<file path="src/rtl/serial_add_ctrl.sv">
// Bit-serial adder controller: one shared full-adder slice (two half adders
// plus an OR for carry) walks the operands LSB-first, one bit per clock.
//
// Handshake: start is a request sampled only while idle (busy=0). The edge
// that samples start=1 in IDLE captures a/b. start while busy is ignored,
// with no queuing. done is a one-cycle pulse that marks sum/cout as the new
// result. sum/cout then hold until the next completion or reset.

// Half adder used as the building block of the shared slice.
module half_adder (
  input  logic a,
  input  logic b,
  output logic sum,
  output logic cout
);
  // Combinational sum/carry of two bits.
  assign sum  = a ^ b;
  assign cout = a & b;
endmodule

module serial_add_ctrl #(
  parameter int WIDTH = 8
) (
  input  logic             clk,
  input  logic             rst,
  input  logic             start,
  input  logic [WIDTH-1:0] a,
  input  logic [WIDTH-1:0] b,
  output logic             busy,
  output logic             done,
  output logic [WIDTH-1:0] sum,
  output logic             cout
);

  localparam int CW = $clog2(WIDTH) + 1;
  localparam logic [CW-1:0] LAST_BIT = CW'(WIDTH - 1);

  typedef enum logic [1:0] {
    IDLE = 2'd0,
    RUN  = 2'd1,
    DONE = 2'd2
  } state_t;

  state_t           state_q, state_d;
  logic [WIDTH-1:0] a_sh_q, a_sh_d;
  logic [WIDTH-1:0] b_sh_q, b_sh_d;
  logic [WIDTH-1:0] acc_q, acc_d;
  logic [WIDTH-1:0] sum_q, sum_d;
  logic             carry_q, carry_d;
  logic             cout_q, cout_d;
  logic [CW-1:0]    cnt_q, cnt_d;

  // Shared 1-bit full-adder slice.
  logic half_s, half_c0, slice_s, half_c1, slice_c;

  half_adder u_ha0 (
    .a    (a_sh_q[0]),
    .b    (b_sh_q[0]),
    .sum  (half_s),
    .cout (half_c0)
  );

  half_adder u_ha1 (
    .a    (half_s),
    .b    (carry_q),
    .sum  (slice_s),
    .cout (half_c1)
  );

  assign slice_c = half_c0 | half_c1;

  // Next-state and datapath control; every variable defaults to hold.
  always_comb begin
    state_d = state_q;
    a_sh_d  = a_sh_q;
    b_sh_d  = b_sh_q;
    acc_d   = acc_q;
    sum_d   = sum_q;
    carry_d = carry_q;
    cout_d  = cout_q;
    cnt_d   = cnt_q;
    case (state_q)
      IDLE: begin
        if (start) begin
          a_sh_d  = a;
          b_sh_d  = b;
          carry_d = 1'b0;
          cnt_d   = '0;
          acc_d   = '0;
          state_d = RUN;
        end
      end
      RUN: begin
        // New bit enters at the MSB so after WIDTH steps bit 0 sits at LSB.
        acc_d   = (acc_q >> 1) | (WIDTH'(slice_s) << (WIDTH - 1));
        a_sh_d  = a_sh_q >> 1;
        b_sh_d  = b_sh_q >> 1;
        carry_d = slice_c;
        cnt_d   = cnt_q + CW'(1);
        if (cnt_q == LAST_BIT) begin
          sum_d   = acc_d;
          cout_d  = slice_c;
          state_d = DONE;
        end
      end
      DONE: begin
        state_d = IDLE;
      end
      default: begin
        state_d = IDLE;
      end
    endcase
  end

  // State and datapath registers with synchronous reset taking priority.
  always_ff @(posedge clk) begin
    if (rst) begin
      state_q <= IDLE;
      a_sh_q  <= '0;
      b_sh_q  <= '0;
      acc_q   <= '0;
      sum_q   <= '0;
      carry_q <= 1'b0;
      cout_q  <= 1'b0;
      cnt_q   <= '0;
    end else begin
      state_q <= state_d;
      a_sh_q  <= a_sh_d;
      b_sh_q  <= b_sh_d;
      acc_q   <= acc_d;
      sum_q   <= sum_d;
      carry_q <= carry_d;
      cout_q  <= cout_d;
      cnt_q   <= cnt_d;
    end
  end

  // Outputs are registered values or decodes of the registered state.
  assign busy = (state_q == RUN) || (state_q == DONE);
  assign done = (state_q == DONE);
  assign sum  = sum_q;
  assign cout = cout_q;

endmodule

</file>
<file path="config.mk">
export PLATFORM = sky130hd
export DESIGN_NAME = serial_add_ctrl
export DESIGN_NICKNAME = d
export VERILOG_FILES = /design/src/rtl/serial_add_ctrl.sv
export SDC_FILE = /design/constraint.sdc
export NUM_CORES = 1
export LEC_CHECK = 0
export ABC_AREA = 1
export ABC_CLOCK_PERIOD_IN_PS = 2100
export CELL_PAD_IN_SITES_DETAIL_PLACEMENT = 0
export CELL_PAD_IN_SITES_GLOBAL_PLACEMENT = 1
export CORE_ASPECT_RATIO = 1.25
export CORE_UTILIZATION = 40
export DETAILED_ROUTE_END_ITERATION = 7
export GPL_ROUTABILITY_DRIVEN = 0
export MAX_ROUTING_LAYER = met4
export PLACE_DENSITY = 0.91
export SLEW_MARGIN = 20
export SYNTH_ARGS = -nofsm -noshare
export SYNTH_HDL_FRONTEND = slang
export SYNTH_SLANG_ARGS = --single-unit
</file>
<file path="constraint.sdc">
create_clock -name clk -period 2.1 [get_ports clk]
set_input_delay 0.315 -clock clk [delete_from_list [all_inputs] [get_ports clk]]
set_output_delay 0.315 -clock clk [all_outputs]
set_load 0.02 [all_outputs]
</file>
==> results of run 1 <==
## power by group
part | total, mW | switching, mW | internal (mW)
combinational | 0.213 | 0.127 | 0.0867
sequential | 0.799 | 0.0209 | 0.778
clock | 0.646 | 0.261 | 0.384
## sequential cells by signal, summed over array words and instances (netlist names)
| register | cells |
|---|---|
| a_sh_q | 8 |
| b_sh_q | 8 |
| sum | 8 |
| acc_q | 7 |
| cnt_q | 4 |
| state_q | 2 |
| carry_q | 1 |
| cout | 1 |
## critical path: stages (launching register included)
cell             delay, ns
dfxtp_1               0.36
inv_1                 0.07
ha_1                  0.27
clkdlybuf4s50_1       0.59
## cells in the final DEF, fill, tap and decap left out
master	Yosys	routed
a21oi_1	24	24
and3_1	1	1
buf_4	1	3
bufinv_16	0	1
clkbuf_8	0	6
clkdlybuf4s50_1	0	29
clkinv_2	0	1
clkinv_4	1	1
dfxtp_1	39	39
fa_1	1	1
ha_1	4	4
inv_1	7	7
inv_2	1	1
nand2_1	91	91
nand2_2	3	3
nand3_1	3	3
nand4_4	1	1
nor2_1	33	33
o211ai_1	1	1
o21ai_0	15	15
o21ai_2	1	1
## worst min path at each step
stage	cells past startpoint	slack [ns]	to	from
floorplan	1	0.38	cnt_q[1]	rst
global placement	2	0.45	b_sh_q[7]	b_sh_q[7]
finish	2	0.47	sum[6]	sum[6]
detailed placement	2	0.46	b_sh_q[7]	b_sh_q[7]
global route	2	0.49	sum[6]	sum[6]
CTS	2	0.47	b_sh_q[7]	b_sh_q[7]
## layout make-up
cell class,count,area share
clock buffer,6,0.0388
clock inverter,2,0.0165
inverter,9,0.0182
multi-input combinational,178,0.380
sequential,39,0.367
tap,56,0.0329
timing repair buffer,32,0.147
## per-layer routing
| metal | up-vias | GRT usage |
|---|---|---|
| li1 | 801 | - |
| met1 | 649 | 0.214 |
| met2 | 25 | 0.280 |
| met3 | 5 | 0.0412 |
| met4 | 0 | 0.0543 |
| met5 | - | - |
## cell families after synthesis
kind of cell	count (synthesis)
buf+inv	18
simple gates	132
flops	39
compound gates	41
fa+ha+maj	5
==> impl_metrics.yaml, run 1 <==
setup_path:
  start_kind: "flip-flop"
  crit_path_start: "state_q[1]"
  crit_path_end: "busy"
  r2r-start: "state_q[0]"
  worst_ep_arrival_time_ns: 1.58
  reg2reg_depth: 5
  r2r-end: "b_sh_q[0]"
  critPathCaptureType: "output pin"
  r2r_setup_slack_ns: 0.35
  path_max_fanout: 3
  criticalPathCategory: "reg2out"
  cp.required_ns: 1.78
synthesis:
  synth-edff-count: 0
  yosys.area.top_type_share: 0.460
  synthAdderAreaFrac: 0.0413
  synthSimpleGateAreaFrac: 0.310
  muxShareOfSynthArea: 0
  synth_cell_types: 20
  syn_area_um2: 1700
  synth_compound_gate_area_share: 0.125
  ys_top_cells_by_count: "nand2_1 (91), dfxtp_1 (39), nor2_1 (33)"
  syn_inst: 235
  synth_top_family_by_area: "simple AND/OR/NAND/NOR gates"
  synth.ff_latch_count: 39
  synth_nets: 259
  netlist.top_cell.by_area: "dfxtp_1"
  ys_seq_area_frac: 0.460
  synthTopCellsByArea: "dfxtp_1 (46%), nand2_1 (20%), nor2_1 (7.3%), a21oi_1 (7.1%), o21ai_0 (4.4%)"
  yosysMostFrequentCell: "nand2_1"
  synthArstFlopShare: 0
  yosysWarningCount: 0
  synth_xor_area_frac: 0
  syn_area_per_cell_um2: 7.22
  ys.flop_type: "dfxtp_1"
clock_network:
  post-cts-setup-buffer-count: 0
  clockRootBuffer: "clkbuf_8"
  htreeDepth: 2
  clock_sinks: 39
  cts_resized: 0
  ctsHoldBuffers: 0
  numCtsBuffers: 5
  clockBufferDepth: 2
  cts_tree: "done"
  path_clk_slew_ns: 0.08
  worstSkewPairLatency_ns: 0.29
cells_and_area:
  drive_gt1_frac: 0.0677
  utilization: 0.523
  diodes: 0
  postLayoutCellArea_um2: 2130
  synthToLayoutAreaGrowth_pct: 25.4
  instances_no_fill: 322
  fill_cells: 412
  multi_input_area_um2: 808
  nNetsFinal: 289
  register_area_um2: 781
worst_hold_path:
  min_path_type: "reg2reg"
power:
  power_density_nw_per_um2: 779
  total_power_mw: 1.66
  leakage_nw: 0.863
  ir_worst_vdd_uv: 390
floorplanning:
  die_h_um: 74.8
  fp.dieArea_um2: 4510
  dieWidth_um: 60.3
  pin_count: 30
  core_area_um2: 4070
  start_util: 0.417
  rows: 26
route:
  vias: 1480
  wl_met2_um: 1530
  drc_errors: 0
  wl_um: 3390
  ant_nets: 0
  routed.top_layer: "met4"
  drt-initial-drc-count: 81
  met3_length_um: 121
  firstDrtPassIters: 4
  wl_per_cell_um: 10.5
  viasPerCell: 4.60
  drt-met1-wl_um: 1690
timing:
  rsz0062_at_grt: "no"
  slew-limit-headroom: 0.425
  hold_viol: 0
  fmax_mhz: 528
  post-route-min-period_ns: 1.89
  setup_viol: 0
  slew_viol_final: 0
  fin_ws_ns: 0.207
  post-route-period-util: 0.902
  finClkSkew_ns: 0.00799
  whs_ns: 0.467
  finalSetupTns_ns: 0
  worst_pin_slew_ns: 0.862
run:
  max_cap_violations: 0
placement:
  hpwl_um: 2380
  port_buffers: 29
  dp_slack_ns: 0.382
  placedCellCount: 314
  placed_cell_area_um2: 2010
global_route:
  grt_max_degree: 26
  gr-total-overflow: 0
  grt_usage: 0.174
  grt_pass1_wl_um: 5750
  antenna_found_initial: 0
  first_global_vias: 1338
outcome:
  status: "finished clean"
Note: power is estimated with default switching activity, not from simulation.
==> run 2, diff against run 1 <==
--- a/config.mk
+++ b/config.mk
@@ -15,7 +15,7 @@
 export GPL_ROUTABILITY_DRIVEN = 0
 export MAX_ROUTING_LAYER = met4
 export PLACE_DENSITY = 0.91
-export SLEW_MARGIN = 20
+export SETUP_SLACK_MARGIN = 0.4
 export SYNTH_ARGS = -nofsm -noshare
 export SYNTH_HDL_FRONTEND = slang
 export SYNTH_SLANG_ARGS = --single-unit
==> run 2 against run 1 <==
Compared with the run above: register-to-register slack improved by 0.19 ns; non-clock buffer count unchanged; routed wire length up 2.3%; global-route usage increased by 0.073 points; combinational power up 5%; sequential power hardly changed; via count grew 1.0%; count of clock-buffer cells in the layout unchanged; critical path depth is the same; critical endpoint unchanged; highest routed layer unchanged.
==> impl_metrics.yaml, run 2 (same netlist as run 1, synthesis figures left out) <==
outcome:
  status: "finished clean"
setup_path:
  cp.required_ns: 1.78
  reg2reg_depth: 8
  r2r_setup_slack_ns: 0.54
  r2r-end: "cnt_q[3]"
  criticalPathCategory: "reg2out"
  start_kind: "flip-flop"
  r2r-start: "state_q[1]"
  critPathCaptureType: "output pin"
  crit_path_start: "state_q[1]"
  worst_ep_arrival_time_ns: 1.31
  path_max_fanout: 3
global_route:
  grt_pass1_wl_um: 5780
  grt_usage: 0.175
  first_global_vias: 1349
  antenna_found_initial: 0
  grt_max_degree: 26
  gr-total-overflow: 0
route:
  wl_um: 3470
  ant_nets: 0
  wl_per_cell_um: 10.7
  firstDrtPassIters: 4
  vias: 1495
  viasPerCell: 4.63
  drt-initial-drc-count: 63
  drc_errors: 0
clock_network:
  path_clk_slew_ns: 0.08
  cts_tree: "done"
  numCtsBuffers: 5
  post-cts-setup-buffer-count: 0
  worstSkewPairLatency_ns: 0.29
  clock_sinks: 39
  clockRootBuffer: "clkbuf_8"
  clockBufferDepth: 2
  htreeDepth: 2
power:
  leakage_nw: 0.873
  power_density_nw_per_um2: 775
  ir_worst_vdd_uv: 389
timing:
  fin_ws_ns: 0.480
  post-route-period-util: 0.772
  hold_viol: 0
  fmax_mhz: 617
  rsz0062_at_grt: "no"
  slew-limit-headroom: 0.625
  finClkSkew_ns: 0.00735
  finalSetupTns_ns: 0
  slew_viol_final: 0
  setup_viol: 0
  post-route-min-period_ns: 1.62
  worst_pin_slew_ns: 0.560
floorplanning:
  die_h_um: 74.8
  rows: 26
  core_area_um2: 4070
  start_util: 0.417
  fp.dieArea_um2: 4510
  dieWidth_um: 60.3
  pin_count: 30
worst_hold_path:
  holdPathEnd: "sum[6]"
  hp-start: "sum[6]"
  min_path_type: "reg2reg"
  min_path_cells: 2
placement:
  dp_slack_ns: 0.382
  placedCellCount: 314
  hpwl_um: 2380
  port_buffers: 29
cells_and_area:
  layout_common_cells: "nand2_1 (91), dfxtp_1 (38), nor2_1 (33)"
  instances_no_fill: 323
  layout_commonest_cell: "nand2_1"
  nNetsFinal: 290
  synthToLayoutAreaGrowth_pct: 26.9
  diodes: 0
  drive_gt1_frac: 0.0787
run:
  max_cap_violations: 0
[run 2: metal layers]
metal  wire (µm)  vias to the layer above  GRT usage  share of wire
met2        1630                       27      0.282           0.47
met1        1670                      661      0.214           0.48
li1            -                      802          -              -
met4          43                        0     0.0543          0.012
met5           0                        -          -              0
met3         125                        5     0.0412          0.036
[run 2: cell type report]
cell class              count  area, µm²
multi-input cells         178        816
fillers                   407       1910
flip-flops and latches     39        782
clock buffers               6       82.6
repair buffers             32        318
clock inverters             2       35.0
repair inverters            1       7.51
well taps                  56       70.1
inverters                   9       42.5
[run 2: power breakdown]
| group | switching, mW | internal, mW | total [mW] |
|---|---|---|---|
| registers | 0.0210 | 0.778 | 0.799 |
| logic | 0.133 | 0.0907 | 0.224 |
| clock network | 0.261 | 0.384 | 0.646 |
| total | 0.415 | 1.25 | 1.67 |
[run 2: metrics by stage]
stage          instance area, µm²  hold WS (ns)  power (mW)  utilization
6_report                     2150         0.467        1.67        0.530
5_1_grt                      2150         0.491        1.75        0.530
4_1_cts                      2130         0.471        1.68        0.525
3_5_place_dp                 2010         0.457        1.03        0.494
3_3_place_gp                 2010         0.449        1.03        0.494
2_1_floorplan                1700         0.384       0.973            -
[run 2: timing repair]
| item | 4_1_cts | 5_1_grt |
|---|---|---|
| hold buffers | 0 | 0 |
| cloned | 0 | 1 |
| resized for setup | 3 | 5 |
| endpoints found under the setup margin | 22 | 19 |
[run 2: how the worst max path moves through the flow]
stage | end | slack (ns)
after floorplan | a_sh_q[0] | 0.81
after global placement | b_sh_q[5] | 0.39
final | busy | 0.48
after detailed placement | a_sh_q[2] | 0.38
after global routing | carry_q | 0.39
after CTS | a_sh_q[0] | 0.43
[run 2: worst max-delay path, stage by stage, from the launching register on]
cell,delay (ns)
dfxtp_1,0.36
inv_1,0.07
ha_1,0.26
dlygate4sd2_1,0.32
